**config.mk**
```make
export PLATFORM = sky130hd
export DESIGN_NAME = mem_access_unit
export DESIGN_NICKNAME = d
export VERILOG_FILES = /design/src/rtl/mem_access_unit.sv
export SDC_FILE = /design/constraint.sdc
export NUM_CORES = 1
export LEC_CHECK = 0
export ABC_AREA = 1
export BUFFER_PORTS_ARGS = -buffer_cell sky130_fd_sc_hd__buf_2
export CORE_MARGIN = 4
export CORE_UTILIZATION = 51
export CTS_CLUSTER_SIZE = 40
export DETAILED_ROUTE_END_ITERATION = 7
export PLACE_DENSITY = 0.79
export SYNTH_ARGS = -nofsm -noshare
export SYNTH_HDL_FRONTEND = slang
export SYNTH_SLANG_ARGS = --single-unit
```
**constraint.sdc**
```tcl
create_clock -name clk_i -period 1.8 [get_ports clk_i]
set_input_delay 0.18 -clock clk_i [delete_from_list [all_inputs] [get_ports clk_i]]
set_output_delay 0.18 -clock clk_i [all_outputs]
set_load 0.05 [all_outputs]
```
**src/rtl/mem_access_unit.sv**
```systemverilog
// M-stage data-memory access: RV32I load/store formatting over a request/ready port with fault detection.
// Latency: 2 stall cycles for a zero-wait access, plus 1 per wait cycle, and 1 for a faulty access. stall_o holds the pipeline while an access is in flight.
module mem_access_unit #(
  parameter int ADDRESS_WIDTH = 32,
  parameter int DATA_WIDTH    = 32,
  parameter int TIMEOUT       = 255
) (
  input  logic                     clk_i,
  input  logic                     rst_ni,
  input  logic [ADDRESS_WIDTH-1:0] alu_resultM_i,
  input  logic [DATA_WIDTH-1:0]    write_dataM_i,
  input  logic                     mem_writeM_i,
  input  logic [1:0]               result_srcM_i,
  input  logic [2:0]               funct3M_i,
  output logic                     dmem_req_o,
  output logic                     dmem_we_o,
  output logic [ADDRESS_WIDTH-1:0] dmem_addr_o,
  output logic [DATA_WIDTH-1:0]    dmem_wdata_o,
  output logic [3:0]               dmem_be_o,
  input  logic                     dmem_ready_i,
  input  logic [DATA_WIDTH-1:0]    dmem_rdata_i,
  output logic [DATA_WIDTH-1:0]    read_dataM_o,
  output logic                     stall_o,
  output logic                     fault_o,
  output logic [1:0]               fault_cause_o
);

  typedef enum logic [1:0] {IDLE, REQ, DONE} state_t;

  state_t                   state_q, state_d;
  logic [ADDRESS_WIDTH-1:0] addr_q, addr_d;
  logic [3:0]               be_q, be_d;
  logic [DATA_WIDTH-1:0]    wdata_q, wdata_d;
  logic                     we_q, we_d;
  logic [7:0]               cnt_q, cnt_d;
  logic [2:0]               f3_q, f3_d;
  logic [1:0]               lane_q, lane_d;
  logic [DATA_WIDTH-1:0]    rdata_q, rdata_d;
  logic                     flt_q, flt_d;
  logic [1:0]               cause_q, cause_d;

  logic                  is_store, access, illegal, misaligned;
  logic [3:0]            be_fmt;
  logic [DATA_WIDTH-1:0] wdata_fmt, rd_shift, load_fmt;

  // Access decode from the M-stage inputs; a store wins if both store and load are flagged.
  always_comb begin
    is_store = mem_writeM_i;
    access   = mem_writeM_i | (result_srcM_i == 2'b01);
    if (is_store) illegal = funct3M_i[2] | (funct3M_i[1:0] == 2'b11);
    else          illegal = (funct3M_i[1:0] == 2'b11) | (funct3M_i == 3'b110);
    misaligned = ((funct3M_i[1:0] == 2'b01) & alu_resultM_i[0]) |
                 ((funct3M_i[1:0] == 2'b10) & (alu_resultM_i[1:0] != 2'b00));
    be_fmt    = 4'b1111;
    wdata_fmt = write_dataM_i;
    case (funct3M_i[1:0])
      2'b00: begin
        be_fmt    = 4'b0001 << alu_resultM_i[1:0];
        wdata_fmt = {4{write_dataM_i[7:0]}};
      end
      2'b01: begin
        be_fmt    = alu_resultM_i[1] ? 4'b1100 : 4'b0011;
        wdata_fmt = {2{write_dataM_i[15:0]}};
      end
      default: ;
    endcase
  end

  // Lane select and extension use the funct3/offset captured in IDLE, not the live inputs.
  always_comb begin
    rd_shift = dmem_rdata_i >> {lane_q, 3'b000};
    case (f3_q)
      3'b000:  load_fmt = {{24{rd_shift[7]}}, rd_shift[7:0]};
      3'b001:  load_fmt = {{16{rd_shift[15]}}, rd_shift[15:0]};
      3'b100:  load_fmt = {24'd0, rd_shift[7:0]};
      3'b101:  load_fmt = {16'd0, rd_shift[15:0]};
      default: load_fmt = dmem_rdata_i;
    endcase
  end

  always_comb begin
    state_d = state_q;
    addr_d  = addr_q;
    be_d    = be_q;
    wdata_d = wdata_q;
    we_d    = we_q;
    cnt_d   = cnt_q;
    f3_d    = f3_q;
    lane_d  = lane_q;
    rdata_d = rdata_q;
    flt_d   = flt_q;
    cause_d = cause_q;
    case (state_q)
      IDLE: begin
        if (access) begin
          f3_d    = funct3M_i;
          lane_d  = alu_resultM_i[1:0];
          rdata_d = '0;
          flt_d   = 1'b0;
          if (illegal) begin
            flt_d   = 1'b1;
            cause_d = 2'b10;
            state_d = DONE;
          end else if (misaligned) begin
            flt_d   = 1'b1;
            cause_d = 2'b01;
            state_d = DONE;
          end else begin
            addr_d  = {alu_resultM_i[ADDRESS_WIDTH-1:2], 2'b00};
            be_d    = be_fmt;
            wdata_d = wdata_fmt;
            we_d    = is_store;
            cnt_d   = '0;
            state_d = REQ;
          end
        end
      end
      REQ: begin
        if (dmem_ready_i) begin
          rdata_d = we_q ? '0 : load_fmt;
          state_d = DONE;
        end else if (cnt_q == 8'(TIMEOUT - 1)) begin
          flt_d   = 1'b1;
          cause_d = 2'b11;
          state_d = DONE;
        end else begin
          cnt_d = cnt_q + 8'd1;
        end
      end
      default: state_d = IDLE;
    endcase
  end

  always_ff @(posedge clk_i or negedge rst_ni) begin
    if (!rst_ni) begin
      state_q <= IDLE;
      addr_q  <= '0;
      be_q    <= '0;
      wdata_q <= '0;
      we_q    <= 1'b0;
      cnt_q   <= '0;
      f3_q    <= '0;
      lane_q  <= '0;
      rdata_q <= '0;
      flt_q   <= 1'b0;
      cause_q <= '0;
    end else begin
      state_q <= state_d;
      addr_q  <= addr_d;
      be_q    <= be_d;
      wdata_q <= wdata_d;
      we_q    <= we_d;
      cnt_q   <= cnt_d;
      f3_q    <= f3_d;
      lane_q  <= lane_d;
      rdata_q <= rdata_d;
      flt_q   <= flt_d;
      cause_q <= cause_d;
    end
  end

  // Stall is forced low while reset is asserted so that the pipeline is released at once.
  assign stall_o       = rst_ni & (((state_q == IDLE) & access) | (state_q == REQ));
  assign dmem_req_o    = (state_q == REQ);
  assign dmem_we_o     = we_q;
  assign dmem_addr_o   = addr_q;
  assign dmem_wdata_o  = wdata_q;
  assign dmem_be_o     = be_q;
  assign read_dataM_o  = (state_q == DONE) ? rdata_q : '0;
  assign fault_o       = (state_q == DONE) & flt_q;
  assign fault_cause_o = cause_q;

endmodule
```
==> flow_metrics.py, run 1 <==
metrics = {
    "status": {
        "outcome": "complete, no violations",
    },
    "clocking": {
        "postCtsSetupBuffers": 0,
        "htreeDepth": 4,
        "clk_latency_ps": 410,
        "cts_max_path_buffers": 2,
        "clkTransAtPathRegs_ps": 60,
        "clock_sinks": 117,
        "cts_buffers": 17,
        "cts_tree": "built",
        "clockRootBuffer": "clkbuf_16",
    },
    "finish": {
        "nets": 1208,
        "multi_input_area_um2": 2590,
        "finalNonFillerCells": 1258,
        "n_fill_cell": 960,
        "syn_to_final_growth_pct": 36.0,
        "register_area_um2": 2930,
        "stdcell_area_um2": 8260,
        "drive_gt1_share_pct": 25.0,
    },
    "yosys": {
        "syn-instance-count": 860,
        "ys_ff_latch": 117,
        "ys_seq_area_share_pct": 48.2,
        "synthArstFlopShare_pct": 100,
        "ys_types": 30,
        "avgSynthCellArea_um2": 7.06,
        "syn_area_um2": 6070,
        "yosysWarnings": 0,
        "synth-edff-count": 0,
        "synthFlopType": "dfrtp_1",
    },
    "global_route": {
        "antenna_found_initial": 0,
        "grt_max_degree": 118,
        "grt_pass1_vias": 5964,
        "grt_pass1_wl_um": 28300,
        "grt_use_total_pct": 26.4,
        "overflow": 0,
    },
    "routing": {
        "ant_nets": 0,
        "num_vias": 6256,
        "drt-total-wl_um": 17600,
        "wire_per_inst_um": 14.0,
        "dr.pass1.iters": 6,
        "post-route-drc-count": 0,
        "drt_iter0_drc": 482,
        "via_per_inst": 4.97,
    },
    "sta": {
        "slew_headroom_pct": 56.9,
        "rsz0062_at_grt": "yes",
        "fin_crit_ps": 1720,
        "skew_ps": 8.17,
        "finalHoldViolCount": 0,
        "whs_ps": 52.3,
        "worstMarginPinSlew_ps": 646,
        "final-setup-viol-count": 0,
        "drv_slew": 0,
        "timing.fmax_ghz": 0.580,
        "fin_crit_sh_pct": 95.8,
    },
    "place": {
        "dp.cells": 1194,
        "place_congestion": 0.933,
        "dp.final_hpwl_um": 12000,
        "place_area_um2": 7280,
        "port_buffers": 208,
    },
    "pwr": {
        "p_int_mw": 7.57,
        "sw_frac_of_total_pct": 48.6,
        "pwr-share-seq_pct": 28.4,
        "peakVddDrop_mv": 1.43,
        "p_comb_share_pct": 48.3,
        "power.leakage_nw": 4.74,
        "p_switching_mw": 7.17,
        "powerDensity_nw_per_um2": 1780,
        "clock_power_share_pct": 23.3,
    },
    "min_path": {
        "min_to": "dmem_wdata_o[3]$_DFFE_PN0P_",
        "holdCritStartpoint": "write_dataM_i[3]",
        "hold_path_class": "primary input to register",
        "min_path_cells": 3,
    },
    "setup_path": {
        "reg2reg_from": "state_q[0]$_DFFE_PN0P_",
        "r2r_end": "dmem_be_o[3]$_DFFE_PN0P_",
        "worstPathRequired_ps": 1620,
        "worstRegToRegCells": 8,
        "cp.arrival_ps": 1540,
        "end_kind": "output port",
        "crit_type": "register to output port",
        "critPathLaunchType": "register",
        "crit_fanout": 33,
        "r2r_slack_ps": 250,
    },
    "floorplan": {
        "die_y_um": 117,
        "pin_count": 211,
        "num_rows": 39,
        "die-area_um2": 13700,
        "die_x_um": 117,
        "core_um2": 11500,
        "start_util_pct": 52.7,
    },
    "flow_run": {
        "cap_violations": 0,
    },
}
-- layout make-up --
class	instances	area share [%]
antenna	1	0.0303
clock buffer	17	5.15
clock inverter	15	2.17
inverter	91	4.14
multi-input combinational	614	31.3
sequential	117	35.5
tap	143	2.17
timing repair buffer	260	19.6
-- worst max-delay path by stage --
stage                                start  slack (ps)                  endpoint
floorplan           state_q[1]$_DFFE_PN0P_         190                   stall_o
CTS                 state_q[0]$_DFFE_PN0P_         -10                   stall_o
detailed placement  state_q[0]$_DFFE_PN0P_         240  dmem_be_o[1]$_DFFE_PN0P_
global route        state_q[1]$_DFFE_PN0P_         -10                   stall_o
global placement    state_q[0]$_DFFE_PN0P_         280  dmem_be_o[3]$_DFFE_PN0P_
finish              state_q[0]$_DFFE_PN0P_          80          read_dataM_o[10]
-- flip-flops by register name (all words and copies together) (netlist names) --
register,cells
dmem_addr_o,30
flt_q,1
cnt_q,8
dmem_we_o,1
lane_q,2
f3_q,3
state_q,2
rdata_q,32
fault_cause_o,2
dmem_wdata_o,32
dmem_be_o,4
-- repair_timing --
action	in CTS	in global routing
resized for setup	4	21
hold endpoints to repair	147	0
endpoints found under the setup margin	3	34
hold buffers	31	0
-- per-stage QoR --
step	worst slack, ps	util, %	power (mW)	TNS (ps)
final	75.3	71.7	14.7	0
after global routing	-13.0	71.7	15.6	-13.0
after CTS	-13.4	71.2	14.7	-13.4
after detailed placement	236	63.2	11.2	0
after global placement	277	63.2	11.1	0
after floorplan	189	-	9.30	0
-- power groups by stage --
stage	clock network [mW]	registers [mW]	logic (mW)
after floorplan	0	6.66	2.64
after global placement	0	4.16	6.92
after detailed placement	0	4.15	7.03
after CTS	3.46	4.16	7.09
after global routing	3.60	4.30	7.72
final	3.43	4.18	7.12
-- layer usage --
layer  wire length (um)  global-route usage, %
met5                  0                      0
met3               1720                   9.05
met4                432                   9.56
met2               8390                   43.0
met1               7050                   32.7
-- synth_stat cells, types with 2 or more instances --
| cell | number | share of area (%) |
|---|---|---|
| o21ai_0 | 52 | 4.3 |
| ha_1 | 2 | 0.41 |
| buf_2 | 15 | 1.2 |
| nand2_2 | 4 | 0.41 |
| nor2_1 | 73 | 4.5 |
| a21oi_1 | 30 | 2.5 |
| inv_2 | 4 | 0.25 |
| xor2_1 | 2 | 0.29 |
| o21ai_1 | 2 | 0.16 |
| nor3_1 | 6 | 0.49 |
| nand4_1 | 3 | 0.31 |
| dfrtp_1 | 117 | 48 |
| nand3_1 | 35 | 2.9 |
| clkbuf_1 | 13 | 0.80 |
| buf_6 | 7 | 1.3 |
| nand2_1 | 391 | 24 |
| o211ai_1 | 2 | 0.25 |
| inv_1 | 87 | 5.4 |
| buf_4 | 4 | 0.49 |
-- cell families after synthesis --
kind of cell | share of synthesized area (%)
simple gates | 33.9
fa+ha+maj | 0.412
compound gates | 7.54
xor+xnor | 0.433
buf+inv | 9.46
other cells | 0.0618
flops | 48.2
-- cells in the final DEF, fill, tap and decap left out, types with 2 or more instances in the layout --
master / count
nor2_1: 72
buf_2: 188
bufinv_16: 3
nand2_2: 4
inv_1: 86
clkinvlp_4: 4
conb_1: 2
inv_6: 3
clkbuf_4: 16
nand3_1: 35
o21ai_1: 2
a21oi_1: 29
clkbuf_16: 17
dlygate4sd3_1: 31
inv_2: 5
buf_6: 2
buf_4: 19
nor3_1: 6
nor2_2: 2
o211ai_1: 2
nand2_1: 390
ha_1: 2
clkinv_4: 2
clkinv_2: 3
o21ai_0: 52
dfrtp_1: 116
buf_12: 4
xor2_1: 2
nand4_1: 3
-- critical path, stage by stage (launching register included) --
cell     delay [ps]
dfrtp_2         440
inv_1            70
nand2_1          60
buf_6           180
nor2_1          110
buf_2           270
Power figures use the tool's default switching activity.
==> run 2, diff against run 1 <==
--- a/config.mk
+++ b/config.mk
@@ -7,8 +7,10 @@
 export LEC_CHECK = 0
 export ABC_AREA = 1
 export BUFFER_PORTS_ARGS = -buffer_cell sky130_fd_sc_hd__buf_2
+export CELL_PAD_IN_SITES_DETAIL_PLACEMENT = 1
+export CELL_PAD_IN_SITES_GLOBAL_PLACEMENT = 2
 export CORE_MARGIN = 4
-export CORE_UTILIZATION = 51
+export CORE_UTILIZATION = 27
 export CTS_CLUSTER_SIZE = 40
 export DETAILED_ROUTE_END_ITERATION = 7
 export PLACE_DENSITY = 0.79
==> constraint.sdc (replaced) <==
create_clock -name clk_i -period 1.8 [get_ports clk_i]
set_input_delay 0 -clock clk_i [delete_from_list [all_inputs] [get_ports clk_i]]
set_output_delay 0 -clock clk_i [all_outputs]
set_load 0.05 [all_outputs]
==> run 2 against run 1 <==
  * Combinational power increased by 2%
  * Total power increased by 0.43%
  * Sequential power about the same
  * Flip-flop and latch count unchanged
  * Final area increased by 8.9%
  * Hold slack lost 50 ps
  * Count of clock-buffer cells in the layout did not move
  * Largest cell class unchanged
  * Cell count is 16% higher
  * Fmax up 3.1%
==> flow_metrics.py, run 2 (synthesis results as in run 1) <==
metrics = {
    "sta": {
        "drv_slew": 0,
        "finalHoldViolCount": 0,
        "tns_ps": 0,
        "fin_crit_sh_pct": 93.0,
        "final-setup-viol-count": 0,
        "timing.fmax_ghz": 0.598,
        "rsz0062_at_grt": "no",
        "fin_ws_ps": 127,
        "fin_crit_ps": 1670,
        "skew_ps": 8.89,
    },
    "clocking": {
        "clock_sinks": 117,
        "cts_max_path_buffers": 2,
        "cts_buffers": 17,
        "clkTransAtPathRegs_ps": 60,
        "htreeDepth": 4,
        "cts_tree": "built",
        "clk_latency_ps": 420,
        "clockRootBuffer": "clkbuf_16",
    },
    "routing": {
        "num_vias": 6469,
        "post-route-drc-count": 0,
        "dr.pass1.iters": 4,
        "ant_nets": 0,
        "wire_per_inst_um": 15.0,
        "drt_iter0_drc": 202,
        "drt-total-wl_um": 21900,
        "via_per_inst": 4.44,
    },
    "pwr": {
        "sw_frac_of_total_pct": 50.2,
        "clock_power_share_pct": 22.4,
        "peakVddDrop_mv": 0.836,
        "p_switching_mw": 7.43,
        "p_int_mw": 7.36,
        "powerDensity_nw_per_um2": 1640,
        "power.leakage_nw": 4.99,
        "p_comb_share_pct": 49.2,
        "pwr-share-seq_pct": 28.4,
    },
    "finish": {
        "stdcell_area_um2": 9000,
        "nets": 1271,
        "final_cell_mix": "389 x nand2_1, 205 x buf_2, 117 x dfrtp_1, 94 x dlygate4sd3_1, 84 x inv_1",
        "n_fill_cell": 2778,
        "finalNonFillerCells": 1458,
        "drive_gt1_share_pct": 24.0,
        "final_common_cell": "nand2_1",
        "fin_util_pct": 41.0,
        "multi_input_area_um2": 2590,
        "register_area_um2": 2930,
        "syn_to_final_growth_pct": 48.2,
    },
    "setup_path": {
        "slowest_delay_ps": 420,
        "crit_buf_inv": 3,
        "cp.arrival_ps": 1670,
        "worstPathRequired_ps": 1800,
        "end_kind": "output port",
        "crit_type": "register to output port",
        "crit_fanout": 33,
        "critPathLaunchType": "register",
        "path_cells": "inv_1 -> nand2_1 -> buf_4 -> nor2_1 -> buf_2",
        "cpLargestDelayFamily": "buffers and inverters",
        "cp_slowest_cell": "dfrtp_1",
    },
    "floorplan": {
        "core_um2": 22000,
        "num_rows": 54,
        "start_util_pct": 27.6,
        "die-area_um2": 24900,
        "die_x_um": 158,
        "die_y_um": 158,
        "pin_count": 211,
    },
    "global_route": {
        "grt_pass1_wl_um": 36100,
        "grt_max_degree": 65,
        "overflow": 0,
        "antenna_found_initial": 0,
        "grt_use_total_pct": 18.1,
        "grt_pass1_vias": 7009,
    },
    "place": {
        "dp.final_hpwl_um": 15600,
        "place_congestion": 0.797,
        "port_buffers": 208,
        "place_area_um2": 7460,
        "place_ws_ps": 161,
        "dp.cells": 1331,
    },
    "status": {
        "outcome": "complete, no violations",
    },
    "min_path": {
        "hold_path_class": "primary input to asynchronous set/reset pin",
    },
    "flow_run": {
        "cap_violations": 0,
    },
}
## run 2: changes by cell type in the layout (fill, tap and decap cells not counted), moves of 3 or more
cell           previous run  this run
buf_2                   188       205
clkbuf_4                 16         1
dlygate4sd3_1            31        94
inv_6                     3         6
## run 2: worst paths after layout
path                                              from                      endpoint  slack, ps  cells after the start
setup / recovery                state_q[0]$_DFFE_PN0P_               read_dataM_o[8]        130                      5
hold / removal                                  rst_ni          cnt_q[7]$_DFFE_PN0P_          3                      2
setup reg to reg                 lane_q[1]$_DFFE_PN0P_       rdata_q[26]$_DFFE_PN0P_        220                      8
hold reg to reg            dmem_addr_o[23]$_DFFE_PN0P_   dmem_addr_o[23]$_DFFE_PN0P_        470                      2
max in group asynchronous                       rst_ni  dmem_wdata_o[12]$_DFFE_PN0P_       1180                      3
min in group clk_i                     dmem_rdata_i[7]        rdata_q[7]$_DFFE_PN0P_          0                      5
## run 2: routing by layer
metal | wire (um) | part of all wire, % | global-route usage, % | up-vias
met5 | 0 | 0 | 0 | -
met4 | 225 | 1.0 | 4.22 | 0
li1 | - | - | - | 3229
met1 | 9510 | 43 | 22.4 | 3060
met3 | 1630 | 7.4 | 6.01 | 13
met2 | 10600 | 48 | 30.9 | 167
## run 2: power groups by stage
stage	sequential, mW	clock (mW)	combinational, mW
after floorplan	6.66	0	2.64
after global routing	4.35	3.55	7.98
after detailed placement	4.21	0	7.20
after global placement	4.21	0	7.13
after CTS	4.20	3.40	7.38
final	4.20	3.32	7.28
## run 2: layout make-up
| type | count | share of cell area (%) |
|---|---|---|
| sequential | 117 | 32.5 |
| clock buffer | 17 | 4.73 |
| antenna | 1 | 0.0278 |
| tap | 280 | 3.89 |
| inverter | 91 | 3.84 |
| multi-input combinational | 614 | 28.8 |
| clock inverter | 15 | 1.61 |
| timing repair buffer | 323 | 24.6 |
## run 2: what timing repair did
action / CTS / global route
endpoints found under the hold margin: 204 / 0
gates resized for setup: 1 / 10
hold buffers: 94 / 0
pin swaps: 0 / 1
setup buffers: 0 / 0
endpoints found under the setup margin: 1 / 7
## run 2: stage by stage
stage,total power [mW],hold WS (ps)
floorplan,9.30,-296
global placement,11.3,-109
detailed placement,11.4,-111
CTS,15.0,2.32
global route,15.9,12.8
finish,14.8,2.51
